## config.mk

```make
export PLATFORM = sky130hd
export DESIGN_NAME = sha256_round_sequencer
export DESIGN_NICKNAME = d
export VERILOG_FILES = /design/src/rtl/sha256_round_sequencer.sv
export SDC_FILE = /design/constraint.sdc
export NUM_CORES = 2
export LEC_CHECK = 0
export CORE_ASPECT_RATIO = 0.7
export CORE_MARGIN = 5
export CORE_UTILIZATION = 39
export CTS_BUF_LIST = sky130_fd_sc_hd__clkbuf_4 sky130_fd_sc_hd__clkbuf_8
export CTS_CLUSTER_DIAMETER = 50
export CTS_CLUSTER_SIZE = 40
export DETAILED_ROUTE_END_ITERATION = 8
export HOLD_SLACK_MARGIN = 0.1
export PLACE_DENSITY = 0.71
export SYNTH_ARGS = -nofsm -noshare
export SYNTH_HDL_FRONTEND = slang
export SYNTH_SLANG_ARGS = --single-unit
export TNS_END_PERCENT = 30
```

## constraint.sdc

```tcl
create_clock -name clk -period 8.6 [get_ports clk]
set_clock_uncertainty 0.15 [all_clocks]
set_input_delay 1.72 -clock clk [delete_from_list [all_inputs] [get_ports clk]]
set_output_delay 1.72 -clock clk [all_outputs]
set_load 0.02 [all_outputs]
```

## src/rtl/sha256_round_sequencer.sv

```systemverilog
// SHA-256 round sequencer: accepts one padded 512-bit block, drives the compressor's
// init/round/digest strobes and expands the message schedule in a 16-word sliding buffer.
module sha256_round_sequencer (
    input  logic         clk,
    input  logic         reset_n,
    input  logic         block_valid,
    output logic         block_ready,
    input  logic [511:0] block_data,
    input  logic         block_first,
    input  logic         block_last,
    output logic         init_round,
    output logic         init_digest,
    output logic         first_block,
    output logic         partial_rounds,
    output logic         update_digest,
    output logic [31:0]  w_data,
    output logic [5:0]   round_idx,
    input  logic         update_AH,
    input  logic         update_H,
    output logic         digest_valid,
    output logic         seq_error
);

    typedef enum logic [2:0] {
        S_IDLE   = 3'd0,
        S_INIT   = 3'd1,
        S_ROUNDS = 3'd2,
        S_DIGEST = 3'd3,
        S_DONE   = 3'd4
    } state_t;

    state_t      state_r;
    state_t      next_state_s;
    logic [31:0] sched_r [16];
    logic [5:0]  t_r;
    logic        first_r;
    logic        last_r;
    logic        seq_error_r;
    logic        ack_miss_s;
    logic [31:0] w_next_s;

    function automatic logic [31:0] sigma0(input logic [31:0] x);
        return {x[6:0], x[31:7]} ^ {x[17:0], x[31:18]} ^ {3'd0, x[31:3]};
    endfunction

    function automatic logic [31:0] sigma1(input logic [31:0] x);
        return {x[16:0], x[31:17]} ^ {x[18:0], x[31:19]} ^ {10'd0, x[31:10]};
    endfunction

    // Next schedule word, entering the buffer 16 rounds ahead of its use.
    assign w_next_s = sigma1(sched_r[14]) + sched_r[9] + sigma0(sched_r[1]) + sched_r[0];

    // State register.
    always_ff @(posedge clk or negedge reset_n) begin
        if (!reset_n) begin
            state_r <= S_IDLE;
        end else begin
            state_r <= next_state_s;
        end
    end

    // Next-state decode.
    always_comb begin
        next_state_s = state_r;
        case (state_r)
            S_IDLE: begin
                if (block_valid) next_state_s = S_INIT;
                else             next_state_s = S_IDLE;
            end
            S_INIT:   next_state_s = S_ROUNDS;
            S_ROUNDS: begin
                if (t_r == 6'd63) next_state_s = S_DIGEST;
                else              next_state_s = S_ROUNDS;
            end
            S_DIGEST: begin
                if (last_r) next_state_s = S_DONE;
                else        next_state_s = S_IDLE;
            end
            S_DONE:   next_state_s = S_IDLE;
            default:  next_state_s = S_IDLE;
        endcase
    end

    // Moore output decode from the state register.
    always_comb begin
        block_ready    = 1'b0;
        init_round     = 1'b0;
        init_digest    = 1'b0;
        partial_rounds = 1'b0;
        update_digest  = 1'b0;
        digest_valid   = 1'b0;
        w_data         = 32'd0;
        round_idx      = 6'd0;
        case (state_r)
            S_IDLE: block_ready = 1'b1;
            S_INIT: begin
                init_round  = 1'b1;
                init_digest = 1'b1;
            end
            S_ROUNDS: begin
                partial_rounds = 1'b1;
                w_data         = sched_r[0];
                round_idx      = t_r;
            end
            S_DIGEST: update_digest = 1'b1;
            S_DONE:   digest_valid  = 1'b1;
            default:  block_ready   = 1'b0;
        endcase
    end

    // Missing acknowledgement detection for the checked states.
    always_comb begin
        ack_miss_s = 1'b0;
        case (state_r)
            S_INIT:   ack_miss_s = !update_AH || !update_H;
            S_ROUNDS: ack_miss_s = !update_AH;
            S_DIGEST: ack_miss_s = !update_H;
            default:  ack_miss_s = 1'b0;
        endcase
    end

    // Schedule buffer, round counter and captured block flags.
    always_ff @(posedge clk or negedge reset_n) begin
        if (!reset_n) begin
            for (int i = 0; i < 16; i++) sched_r[i] <= 32'd0;
            t_r     <= 6'd0;
            first_r <= 1'b0;
            last_r  <= 1'b0;
        end else begin
            case (state_r)
                S_IDLE: begin
                    if (block_valid) begin
                        for (int i = 0; i < 16; i++) sched_r[i] <= block_data[511 - 32*i -: 32];
                        t_r     <= 6'd0;
                        first_r <= block_first;
                        last_r  <= block_last;
                    end
                end
                S_ROUNDS: begin
                    for (int i = 0; i < 15; i++) sched_r[i] <= sched_r[i+1];
                    sched_r[15] <= w_next_s;
                    t_r         <= t_r + 6'd1;
                end
                default: t_r <= t_r;
            endcase
        end
    end

    // Sticky acknowledgement error; only reset clears it.
    always_ff @(posedge clk or negedge reset_n) begin
        if (!reset_n) begin
            seq_error_r <= 1'b0;
        end else if (ack_miss_s) begin
            seq_error_r <= 1'b1;
        end else begin
            seq_error_r <= seq_error_r;
        end
    end

    assign first_block = first_r;
    assign seq_error   = seq_error_r;

endmodule

```

==> key figures <==
Synthesis
  • Post-synth EDFFs: 0
  • Synth warnings: 0
  • Synth area leaders: dfrtp_1 (47%), nand2_1 (14%), a31oi_1 (11%)
  • Syn_area_per_cell: 8.10 µm²
  • Synth Instances: 3,483
  • Cell area after synthesis: 28,200 µm²
  • Ys async rst share: 100%
  • Yosys top cell by area: dfrtp_1
  • Unique masters post-synth: 66
  • Top-area cell type share of the netlist area: about 47%
  • FF+latch count, synth: 524
  • Seq/Total Area, Yosys: 46.5%
  • Syn nets: 4,096
  • Ys flop type: dfrtp_1

CTS
  • Max Buffers Root-to-Sink: 3
  • TritonCTS clock tree: yes
  • Clk sinks: 524
  • Total CTS buffers: 44
  • Postcts setup bufs: 0
  • # H-tree levels: 2
  • Root Driver: clkbuf_8
  • Clk pin slew, worst setup/hold paths: 0.14 ns
  • Post-CTS sizing: 0
  • Hold buffer count at cts: 0
  • Clk Latency, worst-skew pair: around 0.72 ns

Route
  • TritonRoute pass-1 iters: 6
  • DR iter-0 viols: 3,051
  • DRC Markers: 0
  • WL final: approximately 110,000 µm
  • Vias per inst: 5.32
  • Vias after detailed routing: 25,700
  • Post-DRT Antenna Nets: 0
  • WL/cell: 22.2 µm

Setup path
  • Setup CP Type: reg -> out
  • CP Capture Type: output pin
  • Critical path required time: 6.73 ns
  • Crit start category: flop
  • WP data arrival: between 3 and 4 ns
  • Worst-path maximum fanout: roughly 40

STA
  • Fin crit period: 5.54 ns
  • Normalized max-slew margin: 18.5%
  • Worst-Margin Slew: 1.22 ns
  • Fin crit share: 64.5%
  • Unrepaired setup endpoints after global routing: false
  • Fin. Hold Viols: 0
  • Final setup vio count: 0
  • Top achievable clock speed: 180 MHz
  • Slew Limit Fails: 0
  • Final setup TNS: 0 ns

Finish
  • Commonest non-fill, non-tap cell in the layout: nand2_1
  • Share of cells above drive strength 1: 3.37%
  • Layout Nets: around 4,400
  • Layout overhead on the synthesized area: 25.1%
  • Most frequent cells in the layout: nand2_1 (1,054), clkdlybuf4s50_1 (563), nor2_1 (535)
  • # fillers: slightly above 7,000

Floorplanning
  • Initial Util: 39.4%
  • Die area: 77,900 µm²
  • Top Ports: 565
  • Die Ht: between 200 and 250 µm
  • Die Width: 331 µm
  • CORE AREA: 71,600 µm²
  • FP Rows: 82

Placement
  • Gp weighted congestion: 0.906
  • Final HPWL DP: 81,500 µm
  • IO buf count: 564

Run status
  • Outcome: finished, final reports clean

GRT
  • Largest net degree at the start of global routing: 271
  • GRT Resource Usage Total: 26.6%
  • Vias in the first global route: 24,500
  • Initial antenna violation count: 24
  • First-pass GRT wire length: between 150,000 and 200,000 µm
  • Grt ovf: 0

Job
  • Max Cap Violations: 0

Min path
  • Worst min path class: reg -> reg
-- area by class of cell --
type / instances / area, µm² / area share (%)
diodes: 16 / 40.0 / 0.113
inverters: 127 / 484 / 1.37
multi-input cells: 2533 / 13400 / 37.9
flip-flops and latches: 524 / 13100 / 37.2
clock inverters: 31 / 459 / 1.30
clock buffers: 49 / 668 / 1.89
well taps: 966 / 1210 / 3.43
repair buffers: 589 / 5930 / 16.8
-- worst max-delay path: stages (launching register included) --
cell and delay [ns]:
dfrtp_1 0.46, nor2_1 0.60, nand2_4 0.17, buf_4 0.31, nor2_1 0.69, clkdlybuf4s50_1 0.77
-- final timing paths --
check / start / endpoint / slack, ns / cells after the start
worst min register to register: sched_r[434] / sched_r[466] / 0.34 / 2
worst min-delay path: sched_r[434] / sched_r[466] / 0.34 / 2
worst max-delay path: state_r[0] / w_data[13] / 3.06 / 5
max in group asynchronous: reset_n / sched_r[407] / 5.71 / 3
min in group asynchronous: reset_n / sched_r[255] / 0.87 / 1
worst max register to register: sched_r[50] / sched_r[23] / 4.28 / 14
-- flip-flops by register name (all words and copies together), names as in the netlist --
signal / cells
sched_r: 512
state_r: 3
last_r: 1
seq_error: 1
first_block: 1
t_r: 6
-- through the flow --
step	cell area, µm²	setup slack (ns)	instances	hold WS, ns	utilization, %
after floorplan	28200	4.71	3483	0.287	-
after global placement	34100	3.87	4739	0.317	47.6
after detailed placement	34100	3.82	4739	0.322	47.6
after CTS	35200	3.04	4819	0.326	49.2
after global routing	35300	2.95	4830	0.344	49.3
final	35300	3.06	4835	0.339	49.3
-- layer usage --
layer | routed length (µm) | global-route usage [%]
met1 | 47600 | 38.3
met2 | 46100 | 39.1
met3 | 11800 | 9.56
met4 | 1910 | 5.21
met5 | 126 | 0
-- synthesized netlist by cell type (all sizes together) (2+ instances only) --
master	instances
nor3	9
a21oi	58
or3	2
and4	3
o211ai	3
dfrtp	524
nand4	10
xnor2	92
a21o	13
and3	19
a221o	3
ha	32
nor2	536
a31oi	491
nand2b	2
a211oi	3
o31ai	3
a2111oi	2
o21ai	34
mux2i	4
xor2	53
o21bai	7
fa	62
clkbuf	190
nor3b	2
nand2	1055
inv	127
a311oi	2
o211a	2
a21boi	2
nand3	7
o22ai	8
buf	109
mux2	2
o21a	2
-- cells by family (layout without fill, tap and decap cells) --
family                     count (synthesis)  after routing  synth area share [%]
AOI/OAI and AO/OA                        639            639                  14.3
xor gates and xnor gates                 145            145                  4.50
adders and majority gates                 94             94                  5.82
buffers and inverters                    426            796                  6.08
DFF                                      524            524                  46.5
muxes                                      6              6                 0.235
other                                      0             16                     0
and+or+nand+nor                         1649           1649                  22.5
Power is left out: the tool's default activity adds up to more than one toggle a clock period on the data nets, which glitch-free logic cannot reach.
